===== config.mk =====
export PLATFORM = sky130hd
export DESIGN_NAME = mul_repeated_add
export DESIGN_NICKNAME = d
export VERILOG_FILES = /design/src/rtl/mul_pkg.sv /design/src/rtl/mul_datapath.sv /design/src/rtl/mul_repeated_add.sv
export SDC_FILE = /design/constraint.sdc
export NUM_CORES = 1
export LEC_CHECK = 0
export CORE_MARGIN = 1.5
export CORE_UTILIZATION = 49
export CTS_CLUSTER_SIZE = 28
export DETAILED_ROUTE_END_ITERATION = 16
export PLACE_DENSITY = 0.83
export SLEW_MARGIN = 20
export SYNTH_ARGS = -nofsm -noshare
export SYNTH_HDL_FRONTEND = slang
export SYNTH_SLANG_ARGS = --single-unit

===== constraint.sdc =====
create_clock -name clk -period 1.7 [get_ports clk]
set_input_delay 0.17 -clock clk [delete_from_list [all_inputs] [get_ports clk]]
set_output_delay 0.17 -clock clk [all_outputs]
set_load 0.005 [all_outputs]

===== src/rtl/mul_pkg.sv =====
// -----------------------------------------------------------------------------
// mul_pkg
// Shared definitions for the repeated-addition multiplier.
//   state_t : controller state encoding (IDLE=0, RUN=1, DONE=2; code 3 illegal)
//   W_DEF   : default operand width in bits
// -----------------------------------------------------------------------------
package mul_pkg;

    localparam int W_DEF = 8;

    typedef enum logic [1:0] {
        IDLE = 2'd0,
        RUN  = 2'd1,
        DONE = 2'd2
    } state_t;

endpackage : mul_pkg


===== src/rtl/mul_datapath.sv =====
// -----------------------------------------------------------------------------
// mul_datapath
// Accumulate/count datapath for the repeated-addition multiplier.
// Ports:
//   clk, rst      : clock and asynchronous active-high reset
//   ld            : capture operands (with optional swap) and clear product
//   add           : add addend into product and decrement count
//   clr           : return all registers to their reset values
//   a, b          : W-bit operands
//   product       : 2W-bit accumulator
//   zero          : count == 0
// -----------------------------------------------------------------------------
module mul_datapath
    import mul_pkg::*;
#(
    parameter int W        = W_DEF,
    parameter int MIN_ITER = 1
) (
    input  logic           clk,
    input  logic           rst,
    input  logic           ld,
    input  logic           add,
    input  logic           clr,
    input  logic [W-1:0]   a,
    input  logic [W-1:0]   b,
    output logic [2*W-1:0] product,
    output logic           zero
);

    logic [W-1:0] addend;
    logic [W-1:0] count;
    logic         swap;

    // Iterating over the smaller operand keeps the loop as short as possible.
    assign swap = (MIN_ITER == 1) && (b > a);
    assign zero = (count == '0);

    always_ff @(posedge clk or posedge rst) begin
        if (rst) begin
            addend  <= '0;
            count   <= '0;
            product <= '0;
        end else if (clr) begin
            addend  <= '0;
            count   <= '0;
            product <= '0;
        end else if (ld) begin
            addend  <= swap ? b : a;
            count   <= swap ? a : b;
            product <= '0;
        end else if (add && !zero) begin
            // Zero-extend the addend; (2^W-1)^2 always fits in 2W bits.
            product <= product + {{W{1'b0}}, addend};
            count   <= count - 1'b1;
        end
    end

endmodule : mul_datapath


===== src/rtl/mul_repeated_add.sv =====
// -----------------------------------------------------------------------------
// mul_repeated_add
// Unsigned multiplier computing a*b by repeated addition with a start/done
// handshake. An operation takes N+1 clocks after the accepting edge, where
// N = min(a,b) when MIN_ITER=1, otherwise N = b.
// Ports:
//   clk, rst  : clock and asynchronous active-high reset
//   start     : request; accepted in IDLE or DONE
//   a, b      : W-bit operands, captured on the accepting edge only
//   product   : 2W-bit result, valid while done=1
//   done      : high in DONE
//   busy      : high in RUN
// -----------------------------------------------------------------------------
module mul_repeated_add
    import mul_pkg::*;
#(
    parameter int W        = W_DEF,
    parameter int MIN_ITER = 1
) (
    input  logic           clk,
    input  logic           rst,
    input  logic           start,
    input  logic [W-1:0]   a,
    input  logic [W-1:0]   b,
    output logic [2*W-1:0] product,
    output logic           done,
    output logic           busy
);

    state_t state;
    logic   ld;
    logic   add;
    logic   clr;
    logic   zero;

    // DONE accepts exactly like IDLE so back-to-back operations need no gap.
    assign ld  = start && ((state == IDLE) || (state == DONE));
    assign add = (state == RUN) && !zero;
    // The unused code 3 also wipes the datapath so recovery looks like reset.
    assign clr = (state != IDLE) && (state != RUN) && (state != DONE);

    mul_datapath #(
        .W        (W),
        .MIN_ITER (MIN_ITER)
    ) u_datapath (
        .clk     (clk),
        .rst     (rst),
        .ld      (ld),
        .add     (add),
        .clr     (clr),
        .a       (a),
        .b       (b),
        .product (product),
        .zero    (zero)
    );

    always_ff @(posedge clk or posedge rst) begin
        if (rst) begin
            state <= IDLE;
            done  <= 1'b0;
            busy  <= 1'b0;
        end else begin
            case (state)
                IDLE, DONE: begin
                    if (start) begin
                        state <= RUN;
                        busy  <= 1'b1;
                        done  <= 1'b0;
                    end
                end
                RUN: begin
                    // start is ignored here; the loop ends once count drains.
                    if (zero) begin
                        state <= DONE;
                        done  <= 1'b1;
                        busy  <= 1'b0;
                    end
                end
                default: begin
                    state <= IDLE;
                    done  <= 1'b0;
                    busy  <= 1'b0;
                end
            endcase
        end
    end

endmodule : mul_repeated_add

==> results.json <==
{
  "status": "complete, but fails checks",
  "violations": "setup timing",
  "p_per_area_nw_per_um2": 1700,
  "grt_use_met2_pct": 53.7,
  "ios": 37,
  "place_inst": 428,
  "cts-root-buf": "clkbuf_8",
  "finalWorstSetupSlack_ps": -327,
  "mostFrequentLayoutCell": "buf_4",
  "die_x_um": 73.6,
  "grt_busiest_layer": "met2",
  "max-cap-violations": 0,
  "async_reset_ff_share_pct": 100,
  "routed_wl_um": 8300,
  "yosysWarningCount": 0,
  "place.gp.congestion": 0.887,
  "initialDrtViolationCount": 187,
  "routedWlPerCell_um": 18.0,
  "synth_seq_cells": 35,
  "netlist_instances": 271,
  "drive_gt1_share_pct": 40.0,
  "avgSynthCellArea_um2": 9.00,
  "slew_viol_final": 0,
  "nFillCells": 283,
  "antenna_cells": 0,
  "multi_input_comb_area_um2": 1800,
  "drt_pass1_iterations": 5,
  "r2r_cells": 8,
  "drc": 0,
  "clkTransAtPathRegs_ps": 70,
  "die_h_um": 73.6,
  "grt_pass1_vias": 2685,
  "grt-ovfl-total": 0,
  "final_nets": 431,
  "place_hpwl_um": 4950,
  "met1_usage_pct": 33.4,
  "grtUsageMet3_pct": 4.80,
  "ff2ff_setup_slack_ps": -330,
  "critPathKind": "reg -> reg",
  "grt_pass1_wl_um": 12200,
  "clk_latency_ps": 290,
  "slew_headroom_pct": 69.9,
  "htree_levels": 2,
  "regToRegStartpoint": "u_datapath.count[0]",
  "grt_max_degree": 36,
  "coreArea_um2": 4750,
  "period_minus_slack_ps": 2030,
  "antenna_found_initial": 0,
  "finalSetupViolCount": 25,
  "area_growth_pct": 62.6,
  "synth-edff-count": 0,
  "vdd_drop_max_v": 0.000909,
  "antenna_left": 0,
  "worstPathArrival_ps": 2180,
  "cp.required_ps": 1850,
  "cts_tree": "yes",
  "finClkSkew_ps": 6.55,
  "numCtsBuffers": 5,
  "dieArea_um2": 5410,
  "syn-num-nets": 308,
  "vias": 2828,
  "cp-start-kind": "flip-flop",
  "fin_cells": 462,
  "cts_sinks": 35,
  "tightest_slew_ps": 452,
  "hold_path.class": "in -> async",
  "io_buffers": 36,
  "clockBufferDepth": 2,
  "register_area_um2": 876,
  "synthFlopType": "dfrtp_1",
  "fmax_mhz": 493,
  "syn-cell-area_um2": 2440,
  "cp-endpoint": "u_datapath.count[1]",
  "hold_viol": 0,
  "p_leak_uw": 0.00182,
  "r2r-end": "u_datapath.count[1]",
  "finalCritPeriodShare_pct": 119,
  "worstPathMaxFanout": 5,
  "power.total_uw": 6740,
  "postCtsHoldBufs": 0,
  "ys_seq_area_share_pct": 35.9,
  "grt_setup_unrepaired": "true",
  "start_util_pct": 51.3,
  "core.rowCount": 25,
  "synth_cell_types": 52,
  "final_cell_mix": "84 x buf_4, 35 x dfrtp_1, 33 x nand2_1",
  "grt_use_total_pct": 29.4,
  "via_per_inst": 6.12,
  "endpoint_kind": "flip-flop",
  "startpoint": "u_datapath.count[0]"
}
[synthesized netlist by cell type (2+ instances only)]
master / n / share of area [%]
a21o_1: 2 / 0.62
a22oi_1: 3 / 0.92
o21ai_0: 9 / 1.8
a211oi_2: 2 / 1.0
nand4_1: 10 / 2.6
ha_1: 17 / 8.7
dfrtp_1: 35 / 36
a211oi_1: 2 / 0.62
o311a_1: 2 / 0.82
inv_1: 17 / 2.6
nor2_1: 12 / 1.8
o211ai_1: 15 / 4.6
o31ai_1: 2 / 0.62
mux2i_1: 11 / 4.5
nand2b_1: 7 / 1.8
o311ai_0: 4 / 1.4
nor4_1: 2 / 0.51
o21a_1: 2 / 0.62
buf_2: 4 / 0.82
o211a_1: 3 / 1.2
o21ai_1: 5 / 1.0
nor2b_1: 6 / 1.5
clkbuf_1: 6 / 0.92
xnor2_1: 4 / 1.4
nand3_1: 11 / 2.3
and2_1: 2 / 0.51
nand2_1: 35 / 5.4
o311ai_1: 4 / 1.4
a21oi_1: 12 / 2.5
nor3_1: 3 / 0.62
[where the power goes]
group	total, uW	internal (uW)	leakage [uW]	switching (uW)
combinational	4510	2370	0.00135	2140
clock	588	288	0.0000422	300
sequential	1640	1220	0.000431	419
total	6740	3880	0.00182	2860
[cells by family after synthesis]
family | synth area share, %
multiplexers | 4.51
flip-flops | 35.9
buffers and inverters | 4.67
AND/OR/NAND/NOR | 20.2
XOR/XNOR | 1.79
AO/OA/AOI/OAI | 23.4
adder cells (fa/ha/maj) | 9.54
[metal layers]
layer / part of all wire, % / vias to the layer above
li1: - / 1267
met5: 0 / -
met3: 6.0 / 28
met2: 53 / 158
met1: 39 / 1375
met4: 2.7 / 0
[cell type report]
cell class / instances / area share (%)
Multi-Input combinational cell: 208 / 45.4
Tap cell: 67 / 2.11
Clock inverter: 1 / 0.126
Inverter: 17 / 1.61
Clock buffer: 7 / 1.92
Timing Repair Buffer: 127 / 26.8
Sequential cell: 35 / 22.1
[flip-flops by register name, summed over array words and instances (netlist names)]
name,count
u_datapath.count,8
u_datapath.addend,8
u_datapath.product,16
state,2
busy,1
[repair_timing]
| item | 4_1_cts | 5_1_grt |
|---|---|---|
| setup buffers | 19 | 7 |
| gates cloned | 1 | 0 |
| resized for setup | 49 | 30 |
| pin swaps | 28 | 20 |
| endpoints found under the setup margin | 32 | 33 |
[per-stage QoR]
stage | setup slack [ps] | instance area, um2 | hold WS (ps) | setup TNS [ps] | util, %
after floorplan | -148 | 2490 | 324 | -1060 | -
after global placement | -436 | 3380 | 458 | -8910 | 71.0
after detailed placement | -582 | 3380 | 477 | -11030 | 71.0
after CTS | -233 | 3760 | 297 | -3610 | 79.1
after global routing | -441 | 3970 | 331 | -6890 | 83.4
final | -327 | 3970 | 281 | -5160 | 83.4
[worst min path at each step]
stage	start	to	slack, ps
finish	rst	busy	280
floorplan	rst	busy	320
global placement	u_datapath.product[15]	u_datapath.product[15]	460
detailed placement	u_datapath.product[15]	u_datapath.product[15]	480
global route	rst	u_datapath.product[15]	330
CTS	rst	u_datapath.product[13]	300
[worst max-delay path: stages (launching register included)]
cell and delay, ps:
dfrtp_1 400, inv_2 90, ha_4 160, or4b_4 510
o21ai_4 240, buf_4 160, nor2_1 30, a31oi_1 170
o311ai_1 130
Power figures use the tool's default switching activity.
